<file path="src/rtl/blit_cmd_fifo.sv">
// Purpose: CPU register front-end that assembles 96-bit blit commands and queues them for the sequencer.
// Latency: ack 1 cycle after request; CMD write to cmd_valid 2 cycles; next_cmd to new head 1 cycle.
// Backpressure: a CMD write into a full queue is not acked until the registered count shows a free slot.
//
// Ports:
//   clock, reset_n                    - core clock, async active-low reset
//   cpu_valid/cpu_write/cpu_addr/...  - CPU register port (0=ARG1 1=ARG2 2=CMD 3=STATUS), cpu_ack pulse
//   cmd, cmd_valid, next_cmd          - registered head entry and pop pulse to the sequencer
//   p5_idle                           - sequencer pipeline-drained flag, folded into STATUS busy
module blit_cmd_fifo #(
   parameter int DEPTH = 16,
   parameter int AW    = $clog2(DEPTH)
) (
   input  logic        clock,
   input  logic        reset_n,
   input  logic        cpu_valid,
   input  logic        cpu_write,
   input  logic [1:0]  cpu_addr,
   input  logic [31:0] cpu_wdata,
   output logic [31:0] cpu_rdata,
   output logic        cpu_ack,
   output logic [95:0] cmd,
   output logic        cmd_valid,
   input  logic        next_cmd,
   input  logic        p5_idle
);

   typedef struct packed {
      logic [31:0] arg2;
      logic [31:0] arg1;
      logic [23:0] pad;
      logic [7:0]  opcode;
   } blit_cmd_t;

   localparam logic [1:0]  REG_ARG1   = 2'd0;
   localparam logic [1:0]  REG_ARG2   = 2'd1;
   localparam logic [1:0]  REG_CMD    = 2'd2;
   localparam logic [1:0]  REG_STATUS = 2'd3;
   localparam logic [AW:0] FULL_CNT   = (AW+1)'(DEPTH);
   localparam logic [AW:0] ONE_CNT    = (AW+1)'(1);

   blit_cmd_t     mem [DEPTH];
   blit_cmd_t     head_q;
   blit_cmd_t     push_word;
   logic [31:0]   arg1_q, arg2_q;
   logic [AW-1:0] wr_ptr, rd_ptr, rd_ptr_nxt;
   logic [AW:0]   count_q, count_nxt, remain;
   logic          accept, wr_cmd, full, flush, push, pop, bypass, head_vld_nxt;
   logic [31:0]   rd_mux;

   assign cmd = head_q;

   always_comb begin
      // The ack cycle blocks acceptance so a held cpu_valid is not taken twice.
      accept     = cpu_valid & ~cpu_ack;
      wr_cmd     = accept & cpu_write & (cpu_addr == REG_CMD);
      flush      = accept & cpu_write & (cpu_addr == REG_STATUS) & cpu_wdata[31];
      full       = (count_q == FULL_CNT);
      push       = wr_cmd & ~full & ~flush;
      pop        = next_cmd & cmd_valid;
      rd_ptr_nxt = rd_ptr + AW'(pop);
      count_nxt  = count_q + (AW+1)'(push) - (AW+1)'(pop);
      // Entries already in storage that remain after this cycle's pop.
      remain     = count_q - (AW+1)'(pop);
      // Popping the last stored entry while pushing: forward the pushed word so
      // cmd_valid never drops. A push into an empty queue is not forwarded,
      // which keeps the two-cycle write-to-valid latency.
      bypass       = push & pop & (count_q == ONE_CNT);
      head_vld_nxt = (remain != '0) | bypass;

      push_word        = '0;
      push_word.arg2   = arg2_q;
      push_word.arg1   = arg1_q;
      push_word.opcode = cpu_wdata[7:0];

      rd_mux = '0;
      case (cpu_addr)
         REG_ARG1: rd_mux = arg1_q;
         REG_ARG2: rd_mux = arg2_q;
         REG_CMD:  rd_mux = {24'h0, head_q.opcode};
         default: begin
            rd_mux[15:0] = 16'(FULL_CNT - count_q);
            rd_mux[16]   = (count_q == '0);
            rd_mux[17]   = cmd_valid | ~p5_idle;
         end
      endcase
   end

   // Storage has no reset so it maps onto distributed RAM.
   always_ff @(posedge clock) begin
      if (push) begin
         mem[wr_ptr] <= push_word;
      end
   end

   always_ff @(posedge clock or negedge reset_n) begin
      if (!reset_n) begin
         wr_ptr    <= '0;
         rd_ptr    <= '0;
         count_q   <= '0;
         head_q    <= '0;
         cmd_valid <= 1'b0;
      end else if (flush) begin
         wr_ptr    <= '0;
         rd_ptr    <= '0;
         count_q   <= '0;
         cmd_valid <= 1'b0;
      end else begin
         if (push) begin
            wr_ptr <= wr_ptr + AW'(1);
         end
         rd_ptr    <= rd_ptr_nxt;
         count_q   <= count_nxt;
         cmd_valid <= head_vld_nxt;
         if (head_vld_nxt) begin
            head_q <= bypass ? push_word : mem[rd_ptr_nxt];
         end
      end
   end

   always_ff @(posedge clock or negedge reset_n) begin
      if (!reset_n) begin
         arg1_q    <= '0;
         arg2_q    <= '0;
         cpu_ack   <= 1'b0;
         cpu_rdata <= '0;
      end else begin
         cpu_ack <= accept & ~(wr_cmd & full);
         if (accept & cpu_write & (cpu_addr == REG_ARG1)) begin
            arg1_q <= cpu_wdata;
         end
         if (accept & cpu_write & (cpu_addr == REG_ARG2)) begin
            arg2_q <= cpu_wdata;
         end
         if (accept & ~cpu_write) begin
            cpu_rdata <= rd_mux;
         end
      end
   end

endmodule

</file>
<file path="config.mk">
export PLATFORM = sky130hd
export DESIGN_NAME = blit_cmd_fifo
export DESIGN_NICKNAME = d
export VERILOG_FILES = /design/src/rtl/blit_cmd_fifo.sv
export SDC_FILE = /design/constraint.sdc
export NUM_CORES = 2
export LEC_CHECK = 0
export ABC_AREA = 0
export BUFFER_PORTS_ARGS = -buffer_cell sky130_fd_sc_hd__clkbuf_2
export CAP_MARGIN = 20
export CORE_MARGIN = 2
export CORE_UTILIZATION = 29
export CTS_BUF_LIST = sky130_fd_sc_hd__clkbuf_8
export CTS_CLUSTER_DIAMETER = 150
export DETAILED_ROUTE_END_ITERATION = 10
export GPL_ROUTABILITY_DRIVEN = 0
export PLACE_DENSITY_LB_ADDON = 0.3
export SKIP_LAST_GASP = 1
export SLEW_MARGIN = 10
export SYNTH_ARGS = -nofsm -noshare
export SYNTH_HDL_FRONTEND = slang
export SYNTH_SLANG_ARGS = --single-unit
</file>
<file path="constraint.sdc">
create_clock -name clock -period 6.5 [get_ports clock]
set_clock_uncertainty 0.15 [all_clocks]
set_input_delay 0.975 -clock clock [delete_from_list [all_inputs] [get_ports clock]]
set_output_delay 0.975 -clock clock [all_outputs]
set_load 0.1 [all_outputs]
</file>
======== Yosys cells after proc, flatten, opt, wreduce, memory -nomap -nowiden ========
Memory sizes are Yosys's and may differ from the RTL's.
Cells that the tools add are included.
storage, ports and cells
  memory bits (read-only) ................. 0
  word-level logic and storage cells ...... 62
  output and inout bits ................... 130
  bits in latches ......................... 0
  flip-flop bits (word level) ............. 207
  memories ................................ 1
  bits in writable memories ............... 1,152
  input bits .............................. 40
cells by class
  shift-type cells ........................ 0
  $mul .................................... 0
  magnitude comparators ................... 0
  divide/modulo/power cells ............... 0
  bitwise gates (word level) .............. 23
  add/subtract/negate cells ............... 6
  mux-type cells .......................... 10
  reduce and logical (&&, ||, !) cells .... 5
  eq/ne operators ......................... 5
memory list
  name  words  width  read ports  clocked after Yosys merged registers in  write ports  line  source
  mem   16     72     1           0                                        1            42    blit_cmd_t mem [DEPTH];
operators by type and width
  operator             number
  $mux 96              1
  $pmux 18 s3          1
  $pmux 14 s2          1
  $and 1x1->1          15
  $mux 4               3
  $sub 5x1->5          2
  $not 1->1            6
  $sub 5x5->6 const A  1
  $add 5x1->5          1
  $eq 5x1->1 const B   1
  $eq 5x5->1 const B   1
  $logic_not 5->1      1
  $mux 5               1
  $reduce_bool 5->1    1
  $add 4x1->4          1
  $add 4x1->4 const B  1
  $eq 2x2->1 const B   2
  $mux 1               3
  $eq 2x1->1 const B   1
  $logic_not 2->1      1
  $or 1x1->1           2
  $reduce_and 2->1     1
  $reduce_bool 2->1    1

======== Depth between registers and ports, before layout ========
  word-level depth ........................ 11
  depth in mapped cells ................... 17
  depth with buffers taken out ............ 17

======== Worst setup path after synthesis ========
Ideal clock, no wire load.
  path kind ............................... input -> register
  start point ............................. input cpu_valid
  end point ............................... memory mem[5][0] (netlist name), enable pin
  stages on the path ...................... 5
  data required time ...................... 5.847 ns
  data arrival time ....................... 4.929 ns
  setup time .............................. 0.503 ns
  setup slack ............................. 0.919 ns
  path buffers ............................ 0
  cells stage by stage .................... nor2b_1 > nand2_1 > nor2_1 > or3b_2 > nor2_1
on the way
  cells in the longest elaborated chain, start to end .. 8
  elaborated cells between the ends (all ways) .. 10
  classes of those cells .................. mux (2); bitwise (8)
RTL lines
  element                         line    source
  start: declaration              16      input logic cpu_valid,
  $and 1x1->1 *                   55      accept = cpu_valid & ~cpu_ack;
  $and 1x1->1 *                   56, 57
  $and 1x1->1 (2 in a row)        57      flush = accept & cpu_write & (cpu_addr == REG_STATUS) & cpu_wdata[31];
  $not 1->1 (no line)             --
  $and 1x1->1 *                   59      push = wr_cmd & ~full & ~flush;
  $mux 1 *                        91      if (push) begin
  $mux 1 (implied by the code) *  92      mem[wr_ptr] <= push_word;
  end: declaration                42
Every way passes the cells marked *; elsewhere a longest branch is shown, timed or not.

======== Worst setup path in the final report ========
  start point ............................. register count_q[2]
  end point ............................... memory mem[11][55] (netlist name), enable pin
on the way
  cells in the longest elaborated chain, start to end .. 6
RTL lines
  element                       line  source
  start: declaration            47    logic [AW:0] count_q, count_nxt, remain;
  start signal: assignment      113   count_q <= count_nxt;
  $eq 5x5->1                    58    full = (count_q == FULL_CNT);
  $not 1->1                     59
  $and 1x1->1 (2 in a row)      59
  $mux 1                        91
  $mux 1 (implied by the code)  92
Every way passes these cells.

==> results.toml <==
[sta]
worstMarginPinSlew_ps = 1100
fin_setup_tns_ps = 0
fmax_ghz = 0.232
finalMaxSlewViolations = 0
hold_viol_final = 0
post-route-period-util_pct = 66.4
setup_ws_ps = 2180
min_period_ps = 4320
grt_setup_unrepaired = "no"
slew_headroom_pct = 26.7
setup_viol = 0

[layout]
area_growth_pct = 15.4
finalNonFillerCells = 5261
layout-drive-gt1-share_pct = 30.1
num-nets-final = 2799
final_common_cell = "edfxtp_1"
stdcell_area_sq_um = 59500
mostFrequentLayoutCells = "1152 x edfxtp_1, 292 x mux4_2, 238 x clkbuf_8"

[placed_design]
hpwl_mm = 77.5
numPortBuffers = 145
dpl_cell_area_sq_um = 55300
dp_slack_ps = 1820
dp.cells = 4867

[synth]
synth.yosys.seq_area_share_pct = 76.0
synth_edf_count = 1152
ys_types = 44
synthArstFlopShare_pct = 13.7
syn_avg_cell_area_sq_um = 20.9
ys.flop_type = "edfxtp_1"
ys_warn_count = 0
synthCells = 2465
synth_seq_cells = 1335
netlist_area_sq_um = 51600

[status]
run_status = "finished, final reports clean"

[cts]
clk_pin_slew_worst_paths_ps = 60
post_cts_buffers = 0
cts.sinks = 1335
htreeDepth = 4
cts-root-buf = "clkbuf_8"
clockBufferDepth = 3
cts_made_buffers = 206
cts_tree = "done"
clkLatencyLatePin_ps = 930

[routing]
firstDrtPassIters = 5
ant_nets = 0
vias = 25800
wl_mm = 142
wire_per_inst_microns = 26.9
drt_iter0_drc = 2096
drcViolationCount = 0
viasPerCell = 4.90

[pwr]
power_density_nw_per_um2 = 480
power.static_leakage_nw = 20.2
power.total_mw = 28.6
ir_drop_v = 0.000542

[floorplan]
row_count = 154
die_width_microns = 426
core_sq_um = 176000
io_pins = 170
dieArea_sq_um = 181000
die-height_microns = 426
start_util_pct = 29.2

[flow_run]
max-cap-violations = 0

[grt]
grt_max_degree = 145
antenna_found_initial = 3
grt_pass1_vias = 27200
overflow = 0
grtUsageTotal_pct = 15.6
grt_first_pass_wirelength_mm = 203

[worst_setup_path]
arrival_ps = 4700
required_ps = 6880
crit_path_end_kind = "flip-flop"
critPathKind = "reg2reg"
startpoint_type = "flip-flop"
cp_max_fo = 29

[min_path]
hold_class = "in2reg"
worst max-delay path: stages, from the launching register on:
cell and delay [ps]:
dfrtp_1 430, inv_1 120, ha_1 240, and2_1 180, ha_1 280, nor3b_2 520, nand2_1 390, nor2_4 900
buf_4 680
final cells by class:
class,instances,area (sq um)
Sequential cell,1335,39200
Clock inverter,149,860
Inverter,13,48.8
Multi-Input combinational cell,969,11700
Antenna cell,5,12.5
Clock buffer,238,3280
Tap cell,2340,2930
Timing Repair Buffer,212,1520
Fill cell,16700,117000
kinds of logic (layout without fill, tap and decap cells):
kind of cell / count (synthesis) / count (layout) / synth area share [%]
fa+ha+maj: 22 / 22 / 0.548
simple gates: 179 / 179 / 1.43
mux: 384 / 384 / 14.7
other cells: 1 / 29 / 0.00727
flops: 1335 / 1335 / 76.0
buf+inv: 184 / 612 / 1.97
compound gates: 348 / 348 / 5.18
xor+xnor: 12 / 12 / 0.204
registers in the layout (all words and copies together) (netlist names):
| name | cells |
|---|---|
| cpu_rdata | 32 |
| cmd | 72 |
| cmd_valid | 1 |
| arg1_q | 32 |
| arg2_q | 32 |
| count_q | 5 |
| cpu_ack | 1 |
| wr_ptr | 4 |
| rd_ptr | 4 |
| mem | 1152 |
stage by stage:
| stage | utilization [%] | hold slack [ps] |
|---|---|---|
| after CTS | 33.7 | 38.8 |
| after global routing | 33.7 | 91.3 |
| after floorplan | - | 379 |
| final | 33.7 | 141 |
| after detailed placement | 31.3 | 317 |
| after global placement | 31.3 | 312 |
report_power, final:
part	internal (mW)	switching [mW]	leakage (nW)
Combinational	4.00	6.31	5.09
Sequential	10.3	1.06	12.6
Clock	3.57	3.39	2.42
Total	17.8	10.8	20.2
Yosys cell counts, drive strengths merged (2+ instances only):
cell type  number  share of area, %
and2            2             0.024
xnor2           9              0.15
buf           123               1.5
ha             21              0.51
mux2           65               1.4
o21ai          14              0.14
mux4          292                13
nand2b          6             0.073
edfxtp       1152                67
o22ai           2             0.049
a22oi         144               2.1
a21oi           6             0.058
dfrtp         183               8.9
nand2          47              0.34
inv            13             0.095
xor2            3             0.051
o31ai          14              0.20
a31oi           3             0.036
nor2          107              0.78
or3             2             0.024
mux2i          27              0.52
o21a            8              0.12
o211ai          9              0.13
nor2b           6             0.073
a21o           72               1.0
nand4           3             0.036
clkbuf         48              0.35
a311oi         72               1.2
nand3           2             0.019
final timing paths:
| path | startpoint | end | slack (ps) | cells past startpoint |
|---|---|---|---|---|
| max | count_q[2] | mem[11][55] | 2180 | 8 |
| min | cpu_wdata[28] | arg1_q[28] | 140 | 2 |
| max reg2reg | count_q[2] | mem[11][55] | 2180 | 8 |
| min reg2reg | cmd[63] | cmd[63] | 330 | 1 |
| max in group asynchronous | reset_n | cmd[40] | 4430 | 3 |
| min in group asynchronous | reset_n | cmd[78] | 560 | 2 |
timing repair:
item | 4_1_cts | 5_1_grt
resized for setup | 0 | 0
hold buffers | 1 | 0
endpoints found under the hold margin | 82 | 0
routing by layer:
| metal | part of all wire (%) | up-vias | GRT usage, % |
|---|---|---|---|
| met5 | 0.0092 | - | 0 |
| met4 | 2.7 | 2 | 5.21 |
| met3 | 4.3 | 200 | 2.61 |
| met2 | 52 | 686 | 27.3 |
| met1 | 41 | 14100 | 19.7 |
| li1 | - | 10800 | - |
Note: power is estimated with default switching activity, not from simulation.
